File: src/rtl/mt_fetch_sched.sv
// Round-robin multithreaded fetch scheduler with a per-thread PC file.
// Define FETCH_STRICT_SLOT_EN for strict barrel slotting; otherwise inactive threads are skipped.
module mt_fetch_sched #(
    parameter int                     NUM_THREADS = 4,
    parameter int                     TID_W       = $clog2(NUM_THREADS),
    parameter int                     PC_W        = 9,
    parameter int                     PC_STEP     = 4,
    parameter logic [PC_W-1:0]        RESET_PC    = '0,
    parameter logic [NUM_THREADS-1:0] RESET_MASK  = '1
) (
    input  logic                   clk,
    input  logic                   rstb,
    input  logic                   stall,
    input  logic                   redir_valid,
    input  logic [TID_W-1:0]       redir_tid,
    input  logic [PC_W-1:0]        redir_pc,
    input  logic                   start_valid,
    input  logic [TID_W-1:0]       start_tid,
    input  logic [PC_W-1:0]        start_pc,
    input  logic                   halt_valid,
    input  logic [TID_W-1:0]       halt_tid,
    output logic                   fetch_valid,
    output logic [TID_W-1:0]       fetch_tid,
    output logic [PC_W-1:0]        fetch_pc,
    output logic [PC_W-1:0]        fetch_pc_next,
    output logic [NUM_THREADS-1:0] active_mask
);

    logic [PC_W-1:0]        pc [NUM_THREADS];
    logic [NUM_THREADS-1:0] active;
    logic [TID_W-1:0]       last_tid;

    logic [NUM_THREADS-1:0] eligible;
    logic                   issue;
    logic [TID_W-1:0]       sel;

    // A thread being redirected this cycle must not fetch down its stale path.
    always_comb begin
        eligible = '0;
        for (int unsigned t = 0; t < NUM_THREADS; t++) begin
            eligible[t] = active[t] && !(redir_valid && (redir_tid == TID_W'(t)));
        end
    end

`ifdef FETCH_STRICT_SLOT_EN
    always_comb begin
        sel   = (32'(last_tid) == NUM_THREADS - 1) ? '0 : last_tid + 1'b1;
        issue = eligible[sel];
    end
`else
    // Scan farthest offset first so the nearest eligible thread wins.
    always_comb begin
        int unsigned idx;
        issue = 1'b0;
        sel   = '0;
        idx   = 0;
        for (int unsigned k = NUM_THREADS; k > 0; k--) begin
            idx = (32'(last_tid) + k) % NUM_THREADS;
            if (eligible[idx]) begin
                issue = 1'b1;
                sel   = TID_W'(idx);
            end
        end
    end
`endif

    always_ff @(posedge clk) begin
        if (!rstb) begin
            for (int unsigned t = 0; t < NUM_THREADS; t++) begin
                pc[t] <= RESET_PC;
            end
            active      <= RESET_MASK;
            last_tid    <= TID_W'(NUM_THREADS - 1);
            fetch_valid <= 1'b0;
            fetch_tid   <= '0;
            fetch_pc    <= RESET_PC;
        end else begin
            // PC priority: start, then redirect, then sequential increment.
            for (int unsigned t = 0; t < NUM_THREADS; t++) begin
                if (start_valid && (start_tid == TID_W'(t))) begin
                    pc[t] <= start_pc;
                end else if (redir_valid && (redir_tid == TID_W'(t))) begin
                    pc[t] <= redir_pc;
                end else if (issue && !stall && (sel == TID_W'(t))) begin
                    pc[t] <= pc[t] + PC_W'(PC_STEP);
                end

                if (halt_valid && (halt_tid == TID_W'(t))) begin
                    active[t] <= 1'b0;
                end else if (start_valid && (start_tid == TID_W'(t))) begin
                    active[t] <= 1'b1;
                end
            end

            if (!stall) begin
                fetch_valid <= issue;
                if (issue) begin
                    fetch_tid <= sel;
                    fetch_pc  <= pc[sel];
                end
`ifdef FETCH_STRICT_SLOT_EN
                last_tid <= sel;
`else
                if (issue) begin
                    last_tid <= sel;
                end
`endif
            end
        end
    end

    assign fetch_pc_next = fetch_pc + PC_W'(PC_STEP);
    assign active_mask   = active;

endmodule

File: config.mk
export PLATFORM = sky130hd
export DESIGN_NAME = mt_fetch_sched
export DESIGN_NICKNAME = d
export VERILOG_FILES = /design/src/rtl/mt_fetch_sched.sv
export SDC_FILE = /design/constraint.sdc
export NUM_CORES = 1
export LEC_CHECK = 0
export ABC_AREA = 1
export BUFFER_PORTS_ARGS = -buffer_cell sky130_fd_sc_hd__buf_4
export CAP_MARGIN = 0
export CORE_ASPECT_RATIO = 2
export CORE_MARGIN = 5
export CORE_UTILIZATION = 58
export DETAILED_ROUTE_END_ITERATION = 12
export HOLD_SLACK_MARGIN = 0.15
export PLACE_DENSITY = 0.79
export RECOVER_POWER = 25
export SETUP_SLACK_MARGIN = 0.3
export SLEW_MARGIN = 20
export SYNTH_ARGS = -nofsm -noshare
export SYNTH_HDL_FRONTEND = slang
export SYNTH_SLANG_ARGS = --single-unit
export TNS_END_PERCENT = 20
File: constraint.sdc
create_clock -name clk -period 2.21 [get_ports clk]
set_input_delay 0.221 -clock clk [delete_from_list [all_inputs] [get_ports clk]]
set_output_delay 0.221 -clock clk [all_outputs]
set_load 0.05 [all_outputs]
==> results.json <==
{
  "worstReg2RegEnd": "pc[3][8]$_DFFE_PP_",
  "grt_max_degree": 20,
  "slew_headroom_pct": 52.53,
  "cts_buffer_depth": 2,
  "fin_crit_ns": 2.012,
  "synth_fp_nets": 544,
  "grt_usage_pct": 30.67,
  "fillCellCount": 478,
  "worstPathArrival_ns": 2.04,
  "grt_pass1_vias": 3877,
  "wl_mm": 13.01,
  "drc": 0,
  "hold_end": "fetch_valid$_SDFFE_PN0N_",
  "hpwl_mm": 9.116,
  "async_reset_ff_share_pct": 0,
  "io_pins": 55,
  "die-area_um2": 8310,
  "timing_hold_violations_final": 0,
  "wire_per_inst_um": 19.16,
  "place_ws_ns": 0.03904,
  "synth_warnings": 0,
  "die_x_um": 67.01,
  "dr.pass1.iters": 9,
  "finalCritPeriodShare_pct": 91.03,
  "ys_seq_elements": 54,
  "hold_class": "in -> reg",
  "die-height_um": 124.0,
  "cts_buffers": 5,
  "io_buffers": 54,
  "globalRouteOverflowTotal": 0,
  "hold_path_startpoint": "stall",
  "reg2reg_setup_slack_ns": 0.20,
  "finalMaxSlewViolations": 0,
  "r2r_cells": 12,
  "core_area_um2": 6310,
  "hold_path_depth": 3,
  "ys.flop_type": "edfxtp_1",
  "status": "finished clean",
  "leakage_nw": 2.204,
  "synth_edf_count": 36,
  "crit_path_start_kind": "flop",
  "fin_ws_ns": 0.1983,
  "setup_viol": 0,
  "rsz0062_at_grt": "true",
  "fin_worst_skew_ns": 0.008216,
  "worstMarginPinSlew_ns": 0.7121,
  "finalSetupTns_ns": 0,
  "grt_first_pass_wirelength_mm": 18.73,
  "drive_gt1_share_pct": 25.97,
  "crit_path_end_kind": "flop",
  "rr_startpoint": "last_tid[0]$_SDFFE_PN1N_",
  "vias": 4085,
  "start_util_pct": 59.75,
  "finalNetCount": 627,
  "htreeDepth": 2,
  "fmax_ghz": 0.4971,
  "vdd.ir_drop.worst_uv": 754.0,
  "gp_congestion": 0.9434,
  "ant_nets": 0,
  "dp.cells": 654,
  "clkTransAtPathRegs_ns": 0.08,
  "crit_type": "reg -> reg",
  "hold_ws_ns": 0.2026,
  "cts_tree": "yes",
  "viasPerCell": 6.016,
  "area_delta_synth_final_pct": 30.10,
  "worstPathRequired_ns": 2.23,
  "postSynthCellCount": 509,
  "fp-row-count": 41,
  "avgSynthCellArea_um2": 7.406,
  "antenna_found_initial": 0,
  "yosys.cell_types.count": 35,
  "yosysSeqAreaShare_pct": 38.23,
  "clock_latency_ns": 0.30,
  "fin_cells": 679,
  "cts.sinks": 54,
  "diodes": 0,
  "max_cap_viol_count": 0,
  "power_per_cell_area_nw_per_um2": 937.8,
  "cts_root_buffer": "clkbuf_16",
  "cp_max_fo": 7,
  "syn_area_um2": 3770,
  "first_iter_violations": 475
}
## what timing repair did
| action | in CTS | in global routing |
|---|---|---|
| hold buffers | 0 | 0 |
| endpoints found under the setup margin | 63 | 65 |
| gates resized for setup | 21 | 36 |
| buffers inserted | 8 | 7 |
| pin swaps | 9 | 17 |
| endpoints found under the hold margin | 0 | 0 |
| cloned | 2 | 0 |
## cell usage in the layout, fill, tap and decap left out, types with 8 or more instances in the layout
cell      netlist  final
nand2_4         6      9
inv_1          77     77
nand3_1        75     69
xor2_1         23     21
nor2_2          8      8
nor3_1         10     10
o22ai_1        11      8
clkbuf_1        5     22
a21oi_1        22     19
nand2_1        93     79
edfxtp_1       36     36
dfxtp_1        18     12
buf_4           3     59
nor2_1         33     29
nand2_2         4     10
o21ai_0        37     35
## layer usage
metal | wire length (um) | up-vias | global-route usage (%)
li1 | - | 1845 | -
met4 | 1167 | 0 | 23.76
met1 | 4035 | 1905 | 28.70
met5 | 0 | - | 0
met2 | 6871 | 250 | 56.56
met3 | 935 | 85 | 4.693
## layout make-up
cell class | count | area [um^2] | share of cell area, %
Sequential cell | 54 | 1461 | 29.80
Inverter | 87 | 342.8 | 6.990
Clock buffer | 5 | 125.1 | 2.551
Multi-Input combinational cell | 357 | 2213 | 45.13
Clock inverter | 3 | 47.55 | 0.9694
Tap cell | 86 | 107.6 | 2.194
Timing Repair Buffer | 87 | 606.8 | 12.37
## through the flow
step	total power [mW]	util [%]	instance area (um^2)
2_1_floorplan	2.700	-	3854
3_3_place_gp	3.142	69.94	4413
3_5_place_dp	3.184	69.94	4413
4_1_cts	4.246	75.23	4747
5_1_grt	4.783	77.73	4905
6_report	4.600	77.73	4905
## worst max-delay path: stages, from the launching register on
cell and delay [ns]:
dfxtp_4 0.45, nand3_1 0.13, nand2_2 0.14, nand2_1 0.08, nand2_2 0.09, nand2_4 0.08
nand2_4 0.11, nand2_4 0.08, nand2_8 0.12, nand2_8 0.07, nor2_4 0.17, nand2_4 0.10
nand2_8 0.10
## sequential cells by signal, summed over array words and instances (netlist names)
name,count
fetch_pc,9
fetch_valid,1
last_tid,2
active_mask,4
fetch_tid,2
pc,36
## cell usage after synthesis (3+ instances only)
library cell	count	area, um^2
nor3_1	10	50.05
nand2_4	6	67.56
ha_1	5	62.56
inv_1	77	289.0
o21ai_0	37	185.2
buf_4	3	22.52
nor2_2	8	50.05
a211oi_1	4	30.03
xor2_1	23	201.4
inv_2	6	22.52
edfxtp_1	36	1081
nand2_1	93	349.1
clkbuf_1	5	18.77
a21oi_1	22	110.1
nor2_1	33	123.9
o22ai_1	11	68.82
dfxtp_1	18	360.4
nand3_1	75	375.4
nand2_2	4	25.02
o21ai_1	6	30.03
buf_6	3	33.78
clkinv_1	3	11.26
nand4_1	3	18.77
## how the worst max path moves through the flow
stage,startpoint,endpoint,depth (start not counted)
global route,last_tid[0]$_SDFFE_PN1N_,pc[0][4]$_SDFFCE_PN0P_,12
CTS,last_tid[0]$_SDFFE_PN1N_,pc[2][6]$_SDFFCE_PN0P_,12
finish,last_tid[0]$_SDFFE_PN1N_,pc[3][8]$_DFFE_PP_,12
global placement,redir_tid[1],pc[1][3]$_SDFFCE_PN0P_,14
floorplan,fetch_pc[3]$_SDFFE_PN0N_,fetch_pc_next[8],4
detailed placement,redir_tid[1],pc[1][5]$_SDFFCE_PN0P_,14
## logic make-up (layout without fill, tap and decap cells)
family / after synthesis / after routing / share of synthesized area [%]
buf+inv: 100 / 182 / 10.99
fa+ha+maj: 5 / 5 / 1.659
xor+xnor: 25 / 25 / 6.007
simple gates: 240 / 242 / 30.50
compound gates: 85 / 85 / 12.61
flops: 54 / 54 / 38.23
## power by group
| group | internal (mW) | total (mW) | leakage, nW | switching, mW |
|---|---|---|---|---|
| Clock | 0.542 | 0.939 | 0.0844 | 0.397 |
| Sequential | 1.25 | 1.39 | 0.523 | 0.147 |
| Combinational | 0.739 | 2.27 | 1.60 | 1.53 |
(Power assumes the default switching activity.)
